$ cat src/rtl/ads131a0x_spi_responder.sv
// ADS131A0x SPI slave emulator: command decode, register file, lock/awake state,
// DRDY-paced synthetic conversions and a {response, channel words} readback frame.
module ads131a0x_spi_responder #(
  parameter int unsigned WORD_BITS   = 24,
  parameter int unsigned NUM_CH      = 4,
  parameter int unsigned DRDY_PERIOD = 50000,
  parameter logic [7:0]  DEVICE_ID   = 8'h04
) (
  input  logic        system_clock,
  input  logic        reset,
  input  logic        spi_sclk,
  input  logic        spi_cs,
  input  logic        spi_mosi,
  output logic        spi_miso,
  output logic        spi_drdy,
  output logic        frame_done,
  output logic [15:0] last_cmd
);

  localparam int unsigned FRAME_BITS = (1 + NUM_CH) * WORD_BITS;
  localparam int unsigned CNT_W      = $clog2(FRAME_BITS + 1);
  localparam int unsigned PER_W      = $clog2(DRDY_PERIOD);
  localparam int unsigned SMP_W      = WORD_BITS - 2;

  localparam logic [CNT_W-1:0] FRAME_C  = CNT_W'(FRAME_BITS);
  localparam logic [CNT_W-1:0] WORD_C   = CNT_W'(WORD_BITS);
  localparam logic [CNT_W-1:0] CMD_C    = CNT_W'(16);
  localparam logic [PER_W-1:0] PER_LAST = PER_W'(DRDY_PERIOD - 1);
  localparam logic [15:0]      READY    = {8'hFF, DEVICE_ID};

  localparam logic [1:0] IDLE   = 2'd0;
  localparam logic [1:0] SHIFT  = 2'd1;
  localparam logic [1:0] DECODE = 2'd2;

  logic [1:0]            sclk_s, cs_s, mosi_s;
  logic                  sclk_d, cs_d;
  logic [1:0]            state;
  logic [CNT_W-1:0]      bit_cnt;
  logic [FRAME_BITS-1:0] frame_sr, frame_load;
  logic [15:0]           cmd_sr, resp_reg, resp16;
  logic                  resp_null;
  logic                  locked, awake, overrun, ch_valid;
  logic [SMP_W-1:0]      sample;
  logic [PER_W-1:0]      per_cnt;
  logic [7:0]            regs [16];
  logic [7:0]            stat1, rd_data;
  logic [4:0]            addr;
  logic                  sclk_rise, sclk_fall, cs_rise, cs_fall, soft_rst;

  assign sclk_rise = sclk_s[1] & ~sclk_d;
  assign sclk_fall = ~sclk_s[1] & sclk_d;
  assign cs_rise   = cs_s[1] & ~cs_d;
  assign cs_fall   = ~cs_s[1] & cs_d;

  assign addr     = cmd_sr[12:8];
  assign rd_data  = addr[4] ? 8'h00 : regs[addr[3:0]];
  assign stat1    = {5'b0, overrun, awake, locked};
  // A pending NULL response is resolved at frame start so it reports live status.
  assign resp16   = resp_null ? {8'h22, stat1} : resp_reg;
  assign soft_rst = (state == DECODE) && (bit_cnt >= WORD_C) && (cmd_sr == 16'h0011);

  always_comb begin
    frame_load = '0;
    frame_load[FRAME_BITS-1 -: 16] = resp16;
    for (int unsigned k = 0; k < NUM_CH; k++) begin
      frame_load[(NUM_CH-1-k)*WORD_BITS +: WORD_BITS] = ch_valid ? {sample, 2'(k)} : '0;
    end
  end

  always_ff @(posedge system_clock or posedge reset) begin
    if (reset) begin
      sclk_s     <= '0;
      cs_s       <= '0;
      mosi_s     <= '0;
      sclk_d     <= 1'b0;
      cs_d       <= 1'b0;
      state      <= IDLE;
      bit_cnt    <= '0;
      frame_sr   <= '0;
      cmd_sr     <= '0;
      spi_miso   <= 1'b0;
      spi_drdy   <= 1'b1;
      frame_done <= 1'b0;
      last_cmd   <= '0;
      locked     <= 1'b1;
      awake      <= 1'b0;
      overrun    <= 1'b0;
      resp_reg   <= READY;
      resp_null  <= 1'b0;
      sample     <= '0;
      ch_valid   <= 1'b0;
      per_cnt    <= '0;
      for (int unsigned i = 0; i < 16; i++) regs[i] <= '0;
    end else begin
      sclk_s     <= {sclk_s[0], spi_sclk};
      cs_s       <= {cs_s[0], spi_cs};
      mosi_s     <= {mosi_s[0], spi_mosi};
      sclk_d     <= sclk_s[1];
      cs_d       <= cs_s[1];
      frame_done <= 1'b0;

      case (state)
        IDLE: begin
          spi_miso <= 1'b0;
          if (cs_fall) begin
            bit_cnt  <= '0;
            frame_sr <= frame_load;
            spi_miso <= frame_load[FRAME_BITS-1];
            spi_drdy <= 1'b1;
            overrun  <= 1'b0;
            state    <= SHIFT;
          end
        end
        SHIFT: begin
          if (cs_rise) begin
            state <= DECODE;
          end else begin
            if (sclk_rise && bit_cnt != '0) begin
              frame_sr <= frame_sr << 1;
              spi_miso <= (bit_cnt < FRAME_C) ? frame_sr[FRAME_BITS-2] : 1'b0;
            end
            if (sclk_fall && bit_cnt < FRAME_C) begin
              bit_cnt <= bit_cnt + CNT_W'(1);
              if (bit_cnt < CMD_C) cmd_sr <= {cmd_sr[14:0], mosi_s[1]};
            end
          end
        end
        DECODE: begin
          frame_done <= 1'b1;
          state      <= IDLE;
          if (bit_cnt >= WORD_C) begin
            last_cmd  <= cmd_sr;
            resp_null <= 1'b0;
            if (cmd_sr == 16'h0011) begin
              locked   <= 1'b1;
              awake    <= 1'b0;
              overrun  <= 1'b0;
              resp_reg <= READY;
              sample   <= '0;
              ch_valid <= 1'b0;
              per_cnt  <= '0;
              spi_drdy <= 1'b1;
              for (int unsigned i = 0; i < 16; i++) regs[i] <= '0;
            end else if (cmd_sr == 16'h0655) begin
              locked   <= 1'b0;
              resp_reg <= 16'h0655;
            end else if (cmd_sr[15:13] == 3'b001) begin
              resp_reg <= {3'b001, addr, rd_data};
            end else if (locked) begin
              resp_null <= 1'b1;
            end else if (cmd_sr == 16'h0555) begin
              locked   <= 1'b1;
              resp_reg <= 16'h0555;
            end else if (cmd_sr == 16'h0033) begin
              awake    <= 1'b1;
              resp_reg <= 16'h0033;
            end else if (cmd_sr == 16'h0022) begin
              awake    <= 1'b0;
              resp_reg <= 16'h0022;
            end else if (cmd_sr[15:13] == 3'b010) begin
              if (!addr[4]) regs[addr[3:0]] <= cmd_sr[7:0];
              resp_reg <= {3'b001, addr, addr[4] ? 8'h00 : cmd_sr[7:0]};
            end else begin
              resp_null <= 1'b1;
            end
          end
        end
        default: state <= IDLE;
      endcase

      // Placed after the frame FSM so a wrap on the CS-fall cycle wins over the DRDY release.
      if (!soft_rst) begin
        if (awake) begin
          if (per_cnt == PER_LAST) begin
            per_cnt  <= '0;
            sample   <= sample + SMP_W'(1);
            ch_valid <= 1'b1;
            spi_drdy <= 1'b0;
            if (!spi_drdy) overrun <= 1'b1;
          end else begin
            per_cnt <= per_cnt + PER_W'(1);
          end
        end else begin
          per_cnt  <= '0;
          spi_drdy <= 1'b1;
        end
      end
    end
  end

endmodule
$ cat config.mk
export PLATFORM = sky130hd
export DESIGN_NAME = ads131a0x_spi_responder
export DESIGN_NICKNAME = d
export VERILOG_FILES = /design/src/rtl/ads131a0x_spi_responder.sv
export SDC_FILE = /design/constraint.sdc
export NUM_CORES = 1
export LEC_CHECK = 0
export ABC_CLOCK_PERIOD_IN_PS = 42700
export CORE_MARGIN = 5
export CORE_UTILIZATION = 40
export DETAILED_ROUTE_END_ITERATION = 16
export PLACE_DENSITY_LB_ADDON = 0.05
export SETUP_SLACK_MARGIN = 0.02
export SLEW_MARGIN = 30
export SYNTH_ARGS = -nofsm -noshare
export SYNTH_HDL_FRONTEND = slang
export SYNTH_SLANG_ARGS = --single-unit
$ cat constraint.sdc
create_clock -name system_clock -period 42.7 [get_ports system_clock]
set_input_delay 12.81 -clock system_clock [delete_from_list [all_inputs] [get_ports system_clock]]
set_output_delay 12.81 -clock system_clock [all_outputs]
set_load 0.02 [all_outputs]
# --- After elaboration in Yosys (flattened, before gate mapping) ---
# Cells that the tools add are included.
word_totals:
  regBits: 358
  elab_cells: 204
  input_bits: 5
classes:
  n_addsub: 3
  n_bitwise: 10
  n_reduce_logical: 22
  eq_ne: 27
  order_cmp: 5
  mux: 100
op_table:
  columns: ["operator", "count"]
  rows:
  - ["$mux 128", 9]
  - ["$mux 119", 3]
  - ["$mux 16", 15]
  - ["$pmux 119 s2", 1]
  - ["$mux 22", 6]
  - ["$bwmux 128", 1]
  - ["$mux 24", 4]
  - ["$mux 1", 44]
  - ["$mux 8", 5]
  - ["$bmux 8 s4", 1]
  - ["$demux 8 s4", 1]
  - ["$eq 16x11->1 const B", 2]
  - ["$eq 16x6->1 const B", 2]
  - ["$add 22x1->22 const B", 1]
  - ["$mux 7", 3]
  - ["$ne 2x2->1 const B", 10]
  - ["$add 16x1->16 const B", 1]
  - ["$eq 16x16->1 const B", 1]
  - ["$eq 16x5->1 const B", 1]
  - ["$reduce_and 4->1", 4]
  - ["$pmux 7 s2", 1]
  - ["$reduce_bool 7->1", 2]
  - ["$ne 2x1->1 const B", 5]
  - ["$reduce_and 10->1", 1]
  - ["25 further kinds", 43]

# --- Logic depth before layout (Yosys ltp) ---
logic_depth:
  word_depth: 15
  ltp_mapped: 9
  depth_no_buf: 6

# --- Least setup slack after synthesis ---
# Ideal clock, no wire load.
synth_path:
  kind: "register to output"
  start: "register spi_drdy"
  end: "output port spi_drdy"
  n_path_buf: 0
  path_stages_with_launch: 1
  t_arrival_ns: 0.571
  setup_slack_ns: 29.319
  cell_sequence: "dfstp_2"
synth_lines:
  columns: ["item", "line", "source"]
  rows:
  - ["from (decl)", "15", "output logic spi_drdy,"]
  - ["from (signal assigned)", "82", "spi_drdy <= 1'b1;"]
  - ["from (signal assigned)", "109", "spi_drdy <= 1'b1;"]
  - ["from (signal assigned)", "142", "spi_drdy <= 1'b1;"]
# No word-level cell between the ends.

# --- Worst setup path in the final report ---
layout_path:
  start: "register spi_drdy"
  end: "output port spi_drdy"
# No word-level cell between the ends.

==> results.cfg <==
[cts]
htreeDepth = 2
cts_tree = built
holdBufCountCts = 0
cts_setup_buffers = 0
clk_path_buf_depth = 3
cts.clk_slew.worst_paths_ns = 0.06
cts.repair.resized = 0
cts.sinks = 357
cts_made_buffers = 42
cts-root-buf = clkbuf_16
clk_latency_ns = 0.56

[worst_setup_path]
required_ns = 29.89
crit_fanout = 3
cp.arrival_ns = 1.70
crit_path_start_kind = flip-flop
crit_family = buffers and inverters
worst_r2r_endpoint = regs[78]$_DFFE_PP0P_
crit_chain = clkdlybuf4s50_1
rrSetupSlack_ns = 39.22
crit-reg2reg-launch = cmd_sr[11]$_DFFE_PP0P_
crit_buf_inv = 1
worstSetupEndpointType = output port
r2r_cells = 6
crit_path_top_delay_cell = clkdlybuf4s50_1
critPathMaxStageDelay_ns = 0.60
crit_type = flip-flop to output port

[logic_synthesis]
synth_compound_area_share_pct = 16.1
synth_edf_count = 0
synth_nets = 1519
synth_xor_area_share_pct = 1.51
synth_top_family_by_area = simple AND/OR/NAND/NOR gates
synth_area_leader_cell = dfrtp_1
synthMuxAreaShare_pct = 7.48
syn-instance-count = 1510
synth-simple-area-share_pct = 16.4
yosys-top-cells-area = dfrtp_1 53%, a22o_1 6.0%, nand2_1 5.3%, o21ai_0 4.0%, mux4_2 3.7%
yosysTopAreaCellShare_pct = 53.3
ys_types = 72
synth_ff_type = dfrtp_1
postSynthAreaPerCell_um2 = 10.8
seq_area_frac_synth_pct = 54.9
yosys_warnings = 0
synth_seq_cells = 357
synthAdderAreaFrac_pct = 0.430
synthArstFlopShare_pct = 100
syn_area_mm2 = 0.0163

[final_layout]
diodes = 0
area_delta_synth_final_pct = 13.5
final_net_count = 1503
largest_register = regs
largest_register_ffs = 128
layout-drive-gt1-share_pct = 12.8
post_layout_nonfiller_instances = 2059
reg.largest.list = regs: 128 flops, frame_sr: 119 flops, sample: 22 flops

[sta]
final_max_slew_viol_count = 0
skew_ns = 0.0246
rsz0062_at_grt = no
slew_headroom_pct = 33.6
hold_ws_ns = 0.351
fin_setup_tns_ns = 0
setup_viol = 0
fin_crit_sh_pct = 34.0
layout_min_cycle_time_ns = 14.51
worst_slew_pin_slew_ns = 0.997
final_hold_viol_count = 0
fmax_mhz = 68.9

[detailed_routing]
dr.pass1.iters = 4
drc = 0
vias_per_cell = 5.58
routed_wl_um = 41200
drtIter0Drc = 644
wl_per_cell_um = 20.0
drtAntennaViolNets = 0
num_vias = 11486

[global_routing]
grt_max_degree = 161
antenna_found_initial = 0
grt_usage_pct = 18.8
grt_pass1_wl_um = 67500
grt_remaining_overflow = 0
grt_pass1_vias = 11843

[hold_path]
hold_path_startpoint = sclk_s[0]$_DFF_PP0_
hold_path_class = flip-flop to flip-flop
worstHoldEndpoint = sclk_s[1]$_DFF_PP0_
hold_path_depth = 0

[placement]
placed_cells = 1981
dp_hpwl_um = 25600
numPortBuffers = 23
globalplace.congestion = 0.765

[die]
fp.coreArea_mm2 = 0.0406
start_util_pct = 40.2
pin_count = 24
die_w_um = 212
fp.dieH_um = 212
rows = 74
dieArea_mm2 = 0.0449

[power]
pwr_density_cell_mw_per_mm2 = 43.5
worst_ir_drop_vdd_mv = 0.0270
leakage_nw = 8.09

[job]
maxCapViolCount = 0

[status]
status = complete, no violations
[report_power, final]
group	leakage (nW)	internal (W)	total, W	switching [W]
logic	2.44	0.0000129	0.0000513	0.0000384
registers	4.91	0.000345	0.000365	0.0000209
clock network	0.742	0.000243	0.000387	0.000144
total	8.09	0.000600	0.000803	0.000203
[worst max path at each step]
stage                                   from              endpoint  slack, ns  cells past startpoint
after global placement                 reset  regs[24]$_DFFE_PP0P_      26.80                      4
after floorplan                        reset     awake$_DFFE_PP0P_      20.00                      1
after detailed placement               reset  regs[24]$_DFFE_PP0P_      26.82                      4
after global routing                   reset  regs[24]$_DFFE_PP0P_      28.11                      4
final                     spi_drdy$_DFF_PP1_              spi_drdy      28.19                      1
after CTS                              reset  regs[24]$_DFFE_PP0P_      27.43                      4
[routing by layer]
layer	up-vias	share of wire [%]	wire length (um)	GRT usage [%]
met2	171	48	19900	31.0
met4	0	3.2	1320	6.22
met1	5784	45	18400	25.3
met3	84	3.8	1570	3.33
li1	5447	-	-	-
met5	-	0	0	0
[kinds of logic (layout without fill, tap and decap cells)]
group                    after synthesis  count (layout)
AND/OR/NAND/NOR                      508             508
adder cells (fa/ha/maj)                6               6
XOR/XNOR                              28              28
multiplexers                          84              84
buffers and inverters                121             138
flip-flops                           357             357
AO/OA/AOI/OAI                        406             406
[cell usage after synthesis (all sizes together) (10+ instances only)]
library cell / number
a21oi: 117
a22o: 112
and3: 29
buf: 35
clkbuf: 69
dfrtp: 347
dfstp: 10
inv: 17
mux2: 32
mux2i: 25
mux4: 27
nand2: 229
nand3: 58
nand4: 18
nor2: 60
nor3: 31
nor4: 10
o21ai: 131
o2bb2ai: 13
or3: 13
xor2: 19
[layout by cell type, fill, tap and decap left out, types with 10 or more instances in the layout]
master	n
nand3_1	49
dfstp_2	10
buf_4	17
xor2_1	19
nor2_1	59
mux2_1	11
dfrtp_1	341
and3_1	29
clkdlybuf4s50_1	23
mux2i_1	25
clkbuf_8	12
mux4_2	27
a21oi_1	117
mux2_2	21
o2bb2ai_1	13
nor3_2	11
nand4_1	17
nand2_1	229
o21ai_0	130
or3_1	13
nor3_1	14
a22o_1	112
clkbuf_16	45
inv_1	16
[stage by stage]
| stage | utilization (%) | area, um2 | worst slack, ns | total power (W) |
|---|---|---|---|---|
| floorplan | - | 16300 | 20.00 | 0.000403 |
| global placement | 41.8 | 16900 | 26.80 | 0.000423 |
| detailed placement | 41.8 | 16900 | 26.82 | 0.000423 |
| CTS | 45.5 | 18400 | 27.43 | 0.000816 |
| global route | 45.6 | 18500 | 28.11 | 0.000836 |
| finish | 45.6 | 18500 | 28.19 | 0.000803 |
[final cells by class]
type                            count  area, um2
Fill cell                        3820      22100
Sequential cell                   357       8950
Multi-Input combinational cell   1032       6850
Clock buffer                       66       1330
Tap cell                          532        666
Timing Repair Buffer               44        428
Clock inverter                     11        186
Inverter                           17       76.3
Power figures use the tool's default switching activity.
